## config.mk

```make
export PLATFORM = sky130hd
export DESIGN_NAME = mips_multicycle_ctrl
export DESIGN_NICKNAME = d
export VERILOG_FILES = /design/src/rtl/mips_ctrl_pkg.sv /design/src/rtl/mips_multicycle_ctrl_decoder.sv /design/src/rtl/mips_multicycle_ctrl.sv
export SDC_FILE = /design/constraint.sdc
export NUM_CORES = 1
export LEC_CHECK = 0
export CAP_MARGIN = 20
export CORE_UTILIZATION = 50
export CTS_BUF_LIST = sky130_fd_sc_hd__clkbuf_8
export CTS_CLUSTER_SIZE = 12
export DETAILED_ROUTE_END_ITERATION = 8
export PLACE_DENSITY = 0.8
export SYNTH_ARGS = -nofsm -noshare
export SYNTH_HDL_FRONTEND = slang
export SYNTH_HIERARCHICAL = 1
export SYNTH_SLANG_ARGS = --single-unit
```

## constraint.sdc

```tcl
create_clock -name clk -period 7.9 [get_ports clk]
set_input_delay 1.975 -clock clk [delete_from_list [all_inputs] [get_ports clk]]
set_output_delay 1.975 -clock clk [all_outputs]
set_load 0.05 [all_outputs]
```

## src/rtl/mips_ctrl_pkg.sv

```systemverilog
`default_nettype none
// ============================================================================
// Module  : mips_ctrl_pkg
// Purpose : Shared encodings for the multicycle MIPS main controller and the
//           downstream ALU function controller: FSM states, opcodes, alu_op
//           codes, ALU operand-B and PC source selectors, fault codes, and
//           opcode classes.
// Ports   : none (package)
// Revision: 1.0 - initial release
// ============================================================================
package mips_ctrl_pkg;

    typedef enum logic [3:0] {
        S_FETCH     = 4'd0,
        S_DECODE    = 4'd1,
        S_MEM_ADDR  = 4'd2,
        S_MEM_READ  = 4'd3,
        S_MEM_WB    = 4'd4,
        S_MEM_WRITE = 4'd5,
        S_EXEC_R    = 4'd6,
        S_R_WB      = 4'd7,
        S_EXEC_I    = 4'd8,
        S_I_WB      = 4'd9,
        S_BRANCH    = 4'd10,
        S_JUMP      = 4'd11,
        S_TRAP      = 4'd15
    } state_e;

    typedef enum logic [2:0] {
        CLS_LS  = 3'd0,
        CLS_R   = 3'd1,
        CLS_I   = 3'd2,
        CLS_BR  = 3'd3,
        CLS_J   = 3'd4,
        CLS_ILL = 3'd5
    } op_class_e;

    // Opcodes (IR[31:26])
    localparam logic [5:0] C_OP_RTYPE = 6'b000000;
    localparam logic [5:0] C_OP_LW    = 6'b100011;
    localparam logic [5:0] C_OP_SW    = 6'b101011;
    localparam logic [5:0] C_OP_ADDI  = 6'b001000;
    localparam logic [5:0] C_OP_ANDI  = 6'b001100;
    localparam logic [5:0] C_OP_ORI   = 6'b001101;
    localparam logic [5:0] C_OP_BEQ   = 6'b000100;
    localparam logic [5:0] C_OP_BNE   = 6'b000101;
    localparam logic [5:0] C_OP_J     = 6'b000010;

    // alu_op codes, shared with the ALU function controller
    localparam logic [2:0] C_ALU_NONE  = 3'b000;
    localparam logic [2:0] C_ALU_BEQ   = 3'b001;
    localparam logic [2:0] C_ALU_RTYPE = 3'b010;
    localparam logic [2:0] C_ALU_AND   = 3'b100;
    localparam logic [2:0] C_ALU_ADD   = 3'b101;
    localparam logic [2:0] C_ALU_OR    = 3'b110;
    localparam logic [2:0] C_ALU_BNE   = 3'b111;

    // ALU operand-B selector
    localparam logic [1:0] C_SRCB_REG   = 2'b00;
    localparam logic [1:0] C_SRCB_FOUR  = 2'b01;
    localparam logic [1:0] C_SRCB_IMM   = 2'b10;
    localparam logic [1:0] C_SRCB_BROFF = 2'b11;

    // PC source selector
    localparam logic [1:0] C_PCSRC_ALU    = 2'b00;
    localparam logic [1:0] C_PCSRC_ALUOUT = 2'b01;
    localparam logic [1:0] C_PCSRC_JUMP   = 2'b10;

    // Fault codes
    localparam logic [1:0] C_FAULT_NONE    = 2'b00;
    localparam logic [1:0] C_FAULT_ILLEGAL = 2'b01;
    localparam logic [1:0] C_FAULT_TIMEOUT = 2'b10;

endpackage
`default_nettype wire

```

## src/rtl/mips_multicycle_ctrl_decoder.sv

```systemverilog
`default_nettype none
// ============================================================================
// Module  : mips_opcode_decoder
// Purpose : Combinational opcode classifier for the multicycle controller.
// Ports   : opcode      in  6  IR[31:26]
//           op_class    out 3  LS / R / I / BR / J / ILL
//           is_lw       out 1  load (vs store) within the LS class
//           is_bne      out 1  bne (vs beq) within the BR class
//           exec_alu_op out 3  alu_op for the I-type execute state
//           ext_zero    out 1  zero-extend immediate (andi/ori)
// Revision: 1.0 - initial release
// ============================================================================
module mips_opcode_decoder
    import mips_ctrl_pkg::*;
(
    input  logic [5:0] opcode,
    output op_class_e  op_class,
    output logic       is_lw,
    output logic       is_bne,
    output logic [2:0] exec_alu_op,
    output logic       ext_zero
);

    always_comb begin
        op_class    = CLS_ILL;
        is_lw       = 1'b0;
        is_bne      = 1'b0;
        exec_alu_op = C_ALU_ADD;
        ext_zero    = 1'b0;
        case (opcode)
            C_OP_LW:    begin op_class = CLS_LS; is_lw = 1'b1; end
            C_OP_SW:    op_class = CLS_LS;
            C_OP_RTYPE: op_class = CLS_R;
            C_OP_ADDI:  op_class = CLS_I;
            C_OP_ANDI:  begin op_class = CLS_I; exec_alu_op = C_ALU_AND; ext_zero = 1'b1; end
            C_OP_ORI:   begin op_class = CLS_I; exec_alu_op = C_ALU_OR;  ext_zero = 1'b1; end
            C_OP_BEQ:   op_class = CLS_BR;
            C_OP_BNE:   begin op_class = CLS_BR; is_bne = 1'b1; end
            C_OP_J:     op_class = CLS_J;
            default:    op_class = CLS_ILL;
        endcase
    end

endmodule
`default_nettype wire

```

## src/rtl/mips_multicycle_ctrl.sv

```systemverilog
`default_nettype none
// ============================================================================
// Module  : mips_multicycle_ctrl
// Purpose : Main control FSM of the multicycle MIPS datapath. Sequences
//           fetch/decode/execute/memory/writeback, handshakes with a
//           variable-latency memory and traps on illegal opcodes or memory
//           timeouts (fault is sticky until reset).
// Ports   : clk, rst_n (sync, active-low); opcode[5:0], zero, mem_ready in;
//           pc_en, iord, mem_read, mem_write, ir_write, reg_dst, mem_to_reg,
//           reg_write, ext_zero, alu_src_a, alu_src_b[1:0], pc_source[1:0],
//           alu_op[2:0], state[3:0], fault[1:0] out.
// Revision: 1.0 - initial release
// ============================================================================
module mips_multicycle_ctrl
    import mips_ctrl_pkg::*;
#(
    parameter int TIMEOUT = 255,
    parameter int TO_W    = 8
) (
    input  logic       clk,
    input  logic       rst_n,
    input  logic [5:0] opcode,
    input  logic       zero,
    input  logic       mem_ready,
    output logic       pc_en,
    output logic       iord,
    output logic       mem_read,
    output logic       mem_write,
    output logic       ir_write,
    output logic       reg_dst,
    output logic       mem_to_reg,
    output logic       reg_write,
    output logic       ext_zero,
    output logic       alu_src_a,
    output logic [1:0] alu_src_b,
    output logic [1:0] pc_source,
    output logic [2:0] alu_op,
    output logic [3:0] state,
    output logic [1:0] fault
);

    // Trap fires on the TIMEOUT-th consecutive waiting cycle
    localparam logic [TO_W-1:0] C_TO_LAST = TO_W'(TIMEOUT - 1);

    state_e          state_q, state_d;
    logic [1:0]      fault_q, fault_d;
    logic [TO_W-1:0] wait_cnt_q, wait_cnt_d;

    op_class_e  w_class;
    logic       w_is_lw, w_is_bne, w_ext_zero;
    logic [2:0] w_exec_alu_op;
    logic       w_timeout;
    state_e     w_next;
    logic       w_pc_write, w_br_take, w_mem_read, w_mem_write, w_ir_write, w_reg_write;

    mips_opcode_decoder u_dec (
        .opcode      (opcode),
        .op_class    (w_class),
        .is_lw       (w_is_lw),
        .is_bne      (w_is_bne),
        .exec_alu_op (w_exec_alu_op),
        .ext_zero    (w_ext_zero)
    );

    always_ff @(posedge clk) begin
        if (!rst_n) begin
            state_q    <= S_FETCH;
            fault_q    <= C_FAULT_NONE;
            wait_cnt_q <= '0;
        end else begin
            state_q    <= state_d;
            fault_q    <= fault_d;
            wait_cnt_q <= wait_cnt_d;
        end
    end

    // Next state, fault capture and memory wait counter
    always_comb begin
        state_d   = state_q;
        fault_d   = fault_q;
        w_timeout = (wait_cnt_q == C_TO_LAST) && !mem_ready;
        case (state_q)
            S_FETCH: begin
                if (mem_ready)      state_d = S_DECODE;
                else if (w_timeout) begin state_d = S_TRAP; fault_d = C_FAULT_TIMEOUT; end
            end
            S_DECODE: begin
                case (w_class)
                    CLS_LS:  state_d = S_MEM_ADDR;
                    CLS_R:   state_d = S_EXEC_R;
                    CLS_I:   state_d = S_EXEC_I;
                    CLS_BR:  state_d = S_BRANCH;
                    CLS_J:   state_d = S_JUMP;
                    default: begin state_d = S_TRAP; fault_d = C_FAULT_ILLEGAL; end
                endcase
            end
            S_MEM_ADDR:  state_d = w_is_lw ? S_MEM_READ : S_MEM_WRITE;
            S_MEM_READ: begin
                if (mem_ready)      state_d = S_MEM_WB;
                else if (w_timeout) begin state_d = S_TRAP; fault_d = C_FAULT_TIMEOUT; end
            end
            S_MEM_WRITE: begin
                if (mem_ready)      state_d = S_FETCH;
                else if (w_timeout) begin state_d = S_TRAP; fault_d = C_FAULT_TIMEOUT; end
            end
            S_EXEC_R:    state_d = S_R_WB;
            S_EXEC_I:    state_d = S_I_WB;
            S_TRAP:      state_d = S_TRAP;
            default:     state_d = S_FETCH;  // WB states, BRANCH, JUMP, unused codes
        endcase

        // Only the memory-wait states self-loop (besides TRAP), so "stayed put"
        // is exactly "waited without mem_ready"; any state change clears it.
        if ((state_d == state_q) && (state_q != S_TRAP)) wait_cnt_d = wait_cnt_q + TO_W'(1);
        else                                             wait_cnt_d = '0;
    end

    // alu_op looks one state ahead: the ALU controller registers it as the FSM
    // enters the state. During reset the next state is always FETCH.
    always_comb begin
        w_next = rst_n ? state_d : S_FETCH;
        case (w_next)
            S_FETCH, S_DECODE, S_MEM_ADDR: alu_op = C_ALU_ADD;
            S_EXEC_R:                      alu_op = C_ALU_RTYPE;
            S_EXEC_I:                      alu_op = w_exec_alu_op;
            S_BRANCH:                      alu_op = w_is_bne ? C_ALU_BNE : C_ALU_BEQ;
            default:                       alu_op = C_ALU_NONE;
        endcase
    end

    // Moore output decode
    always_comb begin
        w_pc_write  = 1'b0;
        w_br_take   = 1'b0;
        w_mem_read  = 1'b0;
        w_mem_write = 1'b0;
        w_ir_write  = 1'b0;
        w_reg_write = 1'b0;
        iord        = 1'b0;
        reg_dst     = 1'b0;
        mem_to_reg  = 1'b0;
        ext_zero    = 1'b0;
        alu_src_a   = 1'b0;
        alu_src_b   = C_SRCB_REG;
        pc_source   = C_PCSRC_ALU;
        case (state_q)
            S_FETCH: begin
                w_mem_read = 1'b1;
                alu_src_b  = C_SRCB_FOUR;
                w_ir_write = mem_ready;
                w_pc_write = mem_ready;
            end
            S_DECODE:    alu_src_b = C_SRCB_BROFF;
            S_MEM_ADDR:  begin alu_src_a = 1'b1; alu_src_b = C_SRCB_IMM; end
            S_MEM_READ:  begin w_mem_read = 1'b1; iord = 1'b1; end
            S_MEM_WRITE: begin w_mem_write = 1'b1; iord = 1'b1; end
            S_MEM_WB:    begin w_reg_write = 1'b1; mem_to_reg = 1'b1; end
            S_EXEC_R:    alu_src_a = 1'b1;
            S_R_WB:      begin w_reg_write = 1'b1; reg_dst = 1'b1; end
            S_EXEC_I:    begin alu_src_a = 1'b1; alu_src_b = C_SRCB_IMM; ext_zero = w_ext_zero; end
            S_I_WB:      w_reg_write = 1'b1;
            S_BRANCH: begin
                alu_src_a = 1'b1;
                pc_source = C_PCSRC_ALUOUT;
                w_br_take = w_is_bne ? !zero : zero;
            end
            S_JUMP:      begin w_pc_write = 1'b1; pc_source = C_PCSRC_JUMP; end
            default:     ;
        endcase
    end

    // Side-effecting enables are suppressed while reset is held
    assign pc_en     = rst_n & (w_pc_write | w_br_take);
    assign mem_read  = rst_n & w_mem_read;
    assign mem_write = rst_n & w_mem_write;
    assign ir_write  = rst_n & w_ir_write;
    assign reg_write = rst_n & w_reg_write;
    assign state     = state_q;
    assign fault     = fault_q;

endmodule
`default_nettype wire

```

# == Yosys cells after proc, flatten, opt, wreduce, memory -nomap -nowiden ==
# Cells that the tools add are included.
# totals
register_bits,14
in_bits,10
output_inout_bits,23
# op_classes
add_sub_neg,1
eq_ne,35
mux,33
bitwise_logic,6
n_reduce_logical,23
# ops
operator,n
case mux 4 bit (8 select lines),1
"equality test 4 bit, second input constant",7
"equality test 4 x 3 -> 1 bit, second input constant",5
two-way mux 4 bit,5
case mux 4 bit (5 select lines),1
"equality test 6 x 4 -> 1 bit, second input constant",3
case mux 3 bit (5 select lines),1
two-way mux 1 bit,14
"equality test 4 x 2 -> 1 bit, second input constant",3
"equality test 6 x 3 -> 1 bit, second input constant",2
"equality test 6 bit, second input constant",2
case mux 2 bit (2 select lines),3
case mux 3 bit (4 select lines),1
OR reduction 2 bit,6
OR reduction 3 bit,4
"adder 8 x 1 -> 8 bit, second input constant",1
"equality test 4 x 1 -> 1 bit, second input constant",2
"equality test 8 bit, second input constant",1
zero test 4 bit,2
"equality test 3 x 2 -> 1 bit, second input constant",2
"equality test 6 x 2 -> 1 bit, second input constant",1
zero test 6 bit,1
two-way mux 2 bit,3
two-way mux 3 bit,2
18 further kinds,25

# == Longest topological paths before layout ==
# logic_depth
ltp_word,10
ltp_mapped,10

# == By module ==
# The synthesis kept the hierarchy.
# modules_own_cells
module,n_inst,cells_each,area_each_um2,seq_area_each_um2
mips_multicycle_ctrl,1,168,1295.0,280.3
mips_opcode_decoder,1,22,126.4,0.0

# == Worst setup path after synthesis ==
# No wires, ideal clock.
# synth_timing
path_kind,input port to output port
start,input opcode[0]
end,output alu_op[1]
arrival_ps,4738
setup_slack_ps,1187
cell_stages,7
n_path_buf,0
path_cell_list,nor2b_1 or3_1 a21o_1 nor2b_1 o211ai_1 o2111ai_2 nor4bb_1
# synth_via
elab_chain_cells,10
elab_cells_between_ends,34
classes_between,17 x eq/ne; 10 x mux; 7 x reduce/logical
# synth_lines
element,line_no,source
"start, declared",mips_multicycle_ctrl.sv:22,"input logic [5:0] opcode,"
equality test 6 x 4 -> 1 bit (tied with other cells),mips_multicycle_ctrl_decoder.sv:30,case (opcode)
OR reduction 3 bit (no source line) / OR reduction 2 bit (equally long branches),n/a,
case mux 3 bit (5 select lines) *,mips_multicycle_ctrl_decoder.sv:30,
via w_class[2],mips_multicycle_ctrl.sv:49,op_class_e w_class;
equality test 3 bit (tied with other cells),mips_multicycle_ctrl.sv:88,case (w_class)
case mux 4 bit (5 select lines) *,mips_multicycle_ctrl.sv:88,
case mux 4 bit (8 select lines) *,mips_multicycle_ctrl.sv:82,case (state_q)
two-way mux 4 bit *,n/a,
equality test 4 x 1 -> 1 bit (tied with other cells),mips_multicycle_ctrl.sv:122,case (w_next)
OR reduction 3 bit,mips_multicycle_ctrl.sv:122,
case mux 3 bit (4 select lines) *,mips_multicycle_ctrl.sv:122,
"end, declared",mips_multicycle_ctrl.sv:37,"output logic [2:0] alu_op,"
# Mark *: on every way through the listed nets, which the timed path passes. The rest lies on a longest branch.

# == Worst setup path in the final report ==
# layout_timing
start,input opcode[3]
end,output pc_en
# layout_via
elab_chain_cells,6
# layout_lines
element,line_no,source
equality test 6 x 3 -> 1 bit,mips_multicycle_ctrl_decoder.sv:30,
two-way mux 1 bit,mips_multicycle_ctrl_decoder.sv:30,
two-way mux 1 bit,mips_multicycle_ctrl.sv:165,w_br_take = w_is_bne ? !zero : zero;
two-way mux 1 bit,mips_multicycle_ctrl.sv:146,case (state_q)
bitwise OR 1 bit,mips_multicycle_ctrl.sv:173,assign pc_en = rst_n & (w_pc_write | w_br_take);
bitwise AND 1 bit,mips_multicycle_ctrl.sv:173,
"end, declared",mips_multicycle_ctrl.sv:25,"output logic pc_en,"
# No other way between the ends.

==> metrics.cfg <==
[critical_path]
path_common_cell = clkdlybuf4s50_1
slowest_stage = clkdlybuf4s50_1
cp_max_fo = 7
r2r_cells = 6
crit_path_start_kind = primary input
path_class = primary input to output port
crit_buf_inv = 2
cp.depth = 11
crit_chain = clkdlybuf4s50_1 > or4b_1 > o21ai_1 > a21oi_1 > mux2i_1 > o21ai_0 > a311oi_1 > a21boi_1 > nor3b_2 > nand2b_1 > clkdlybuf4s50_1
critPathArrivalTime_ns = 5.32
cpPeakStageDelay_ns = 0.80
worst_setup_path_end_kind = output port
crit_required_ns = 5.93
critPathTopFamily = buffers and inverters

[die]
dieHeight_um = 55.3
rows = 18
start_util_pct = 54.9
die_w_um = 55.3
core_um2 = 2590
dieArea_um2 = 3060
num_io_pins = 33

[yosys]
ys_types = 60
syn-num-nets = 202
yosysWarnings = 6
muxShareOfSynthArea_pct = 2.20
yosys.area_share.adder_pct = 1.76
async_reset_ff_share_pct = 0
syn_inst = 190
synth-compound-area-share_pct = 24.5
synth_edf_count = 0
synth_top_family_by_area = simple AND/OR/NAND/NOR gates
synth-seq-cells = 14
synth_area_per_cell_um2 = 7.48
synth.cell_area_um2 = 1420
synth-main-ff-cell = dfxtp_1
yosysSeqAreaShare_pct = 19.7
yosys.area_share.simple_pct = 38.3
synthXorXnorAreaFrac_pct = 5.55

[clocking]
numCtsBuffers = 3
htreeDepth = 1
cts_sinks = 14
cts_resized = 0
clk_latency_ns = 0.24
post_cts_buffers = 0
clk_pin_slew_ns = 0.05
cts_tree = built
hold_buffers = 0
cts_root_buffer = clkbuf_8
cts_max_path_buffers = 2

[placement]
placed_area_um2 = 1700
dp_cells = 238
dpl.hpwl_mm = 2.65
gp_congestion = 0.890
port_buffers = 32

[grt]
grt_max_degree = 36
grt_overflow = 0
grt_pass1_vias = 1356
track_usage_pct = 24.6
grt_pass1_wl_mm = 6.31
antenna_found_initial = 0

[detailed_routing]
drt-total-wl_mm = 3.66
wl_per_cell_um = 15.1
postRouteAntennaNets = 0
drc = 0
drt_iter0_markers = 63
first_pass_iters = 5
vias = 1540
viasPerCell = 6.36

[timing]
rsz0062_at_grt = no
period_minus_slack_ns = 7.30
max_clock_freq_mhz = 137
slew_headroom_pct = 30.5
post-route-period-util_pct = 92.4
tightest_slew_ns = 1.04
setup_viol = 0
hold_violations = 0
maxSlewViolCount = 0
skew_ns = 0.000684
tns_ns = 0

[run_status]
outcome = complete, no violations

[pwr]
combinationalPowerShare_pct = 71.9
netSwitchingFraction_pct = 57.2
power.internal_mw = 0.322
p_clk_share_pct = 9.1
ir_drop_mv = 0.328
seq_power_share_pct = 19.1
net-switching-power_mw = 0.430
p_leak_nw = 0.639
p_per_area_nw_per_um2 = 429

[cells_and_area]
layout-drive-gt1-share_pct = 8.02
syn2layout_area_growth_pct = 23.2
design_area_um2 = 1750
fin_nets = 225
stdcell_count = 242
final_util_pct = 67.6
antenna-diode-count = 0

[min_path]
hold_path.class = register to register
whs_path_depth = 2

[job]
cap_viol_max_count = 0

## final timing paths
check	from	endpoint	slack, ns
worst max-delay path	opcode[3]	pc_en	0.60
worst min-delay path	fault[0]	fault[0]	0.49
worst max register to register	state[0]	wait_cnt_q[4]	4.96
worst min register to register	fault[0]	fault[0]	0.49
## worst register-to-register path, cell delays in order (launching register included)
cell and delay, ns:
dfxtp_1 1.01, or3b_2 0.52, o22a_1 0.26, nor3_1 0.35
nor3b_1 0.13, o211ai_2 0.43, nor3_1 0.10
## per-stage QoR
stage               hold slack, ns  power [mW]  worst slack, ns
global route                 0.518       0.800            0.423
finish                       0.485       0.752            0.604
floorplan                    0.456       0.540             1.19
detailed placement           0.479       0.676            0.687
CTS                          0.491       0.748            0.660
global placement             0.476       0.663            0.837
## cell usage after synthesis (all sizes together), types with 3 or more instances
| cell | n | area, µm² |
|---|---|---|
| inv | 7 | 26.3 |
| o21ai | 9 | 45.0 |
| clkbuf | 3 | 11.3 |
| nor3b | 4 | 35.0 |
| nor2 | 16 | 60.1 |
| and2 | 3 | 18.8 |
| or3 | 3 | 18.8 |
| a21oi | 9 | 45.0 |
| nand2 | 8 | 30.0 |
| dfxtp | 14 | 280 |
| xnor2 | 4 | 35.0 |
| nor3 | 15 | 75.1 |
| xor2 | 5 | 43.8 |
| buf | 11 | 72.6 |
| a21o | 4 | 30.0 |
| nor2b | 9 | 56.3 |
| o2111ai | 3 | 32.5 |
| nand3 | 10 | 50.1 |
| and3 | 6 | 37.5 |
| nand2b | 3 | 18.8 |
## power by group through the flow
stage / sequential (mW) / clock, mW / combinational, mW
2_1_floorplan: 0.131 / 0 / 0.409
3_3_place_gp: 0.141 / 0 / 0.523
3_5_place_dp: 0.143 / 0 / 0.533
4_1_cts: 0.142 / 0.0686 / 0.537
5_1_grt: 0.150 / 0.0726 / 0.578
6_report: 0.143 / 0.0681 / 0.540
## cell usage in the layout, fill, tap and decap left out, types with 3 or more instances in the layout
cell	Yosys	layout
a21o_1	4	4
a21oi_1	9	9
and2_1	3	3
and3_1	6	6
clkbuf_8	0	4
clkdlybuf4s50_1	0	32
dfxtp_1	14	14
inv_1	7	7
nand2_1	8	8
nand2b_1	3	3
nand3_1	10	10
nor2_1	16	16
nor2b_1	9	9
nor3_1	15	15
nor3b_1	3	3
o21ai_0	8	8
or3_1	3	3
xnor2_1	4	4
xor2_1	5	5
## cells by family after synthesis
kind of cell | count (synthesis)
xor gates and xnor gates | 9
DFF | 14
other | 1
buffers and inverters | 21
AOI/OAI and AO/OA | 46
and+or+nand+nor | 94
adders and majority gates | 2
muxes | 3
## registers in the layout (all words and copies together), names as in the netlist
signal,cells
fault,2
state,4
wait_cnt_q,8
## cell type report
cell class,instances,area [µm²]
repair buffers,32,320
fillers,223,840
clock buffers,4,55.1
flip-flops and latches,14,280
inverters,7,26.3
well taps,30,37.5
multi-input cells,155,1030
## per-layer routing
metal	track usage [%]	wire length, µm
met5	0	0
met4	4.29	48
met3	5.39	310
met2	39.1	1640
met1	34.4	1660
No activity file was read; power rests on OpenSTA's default activity.
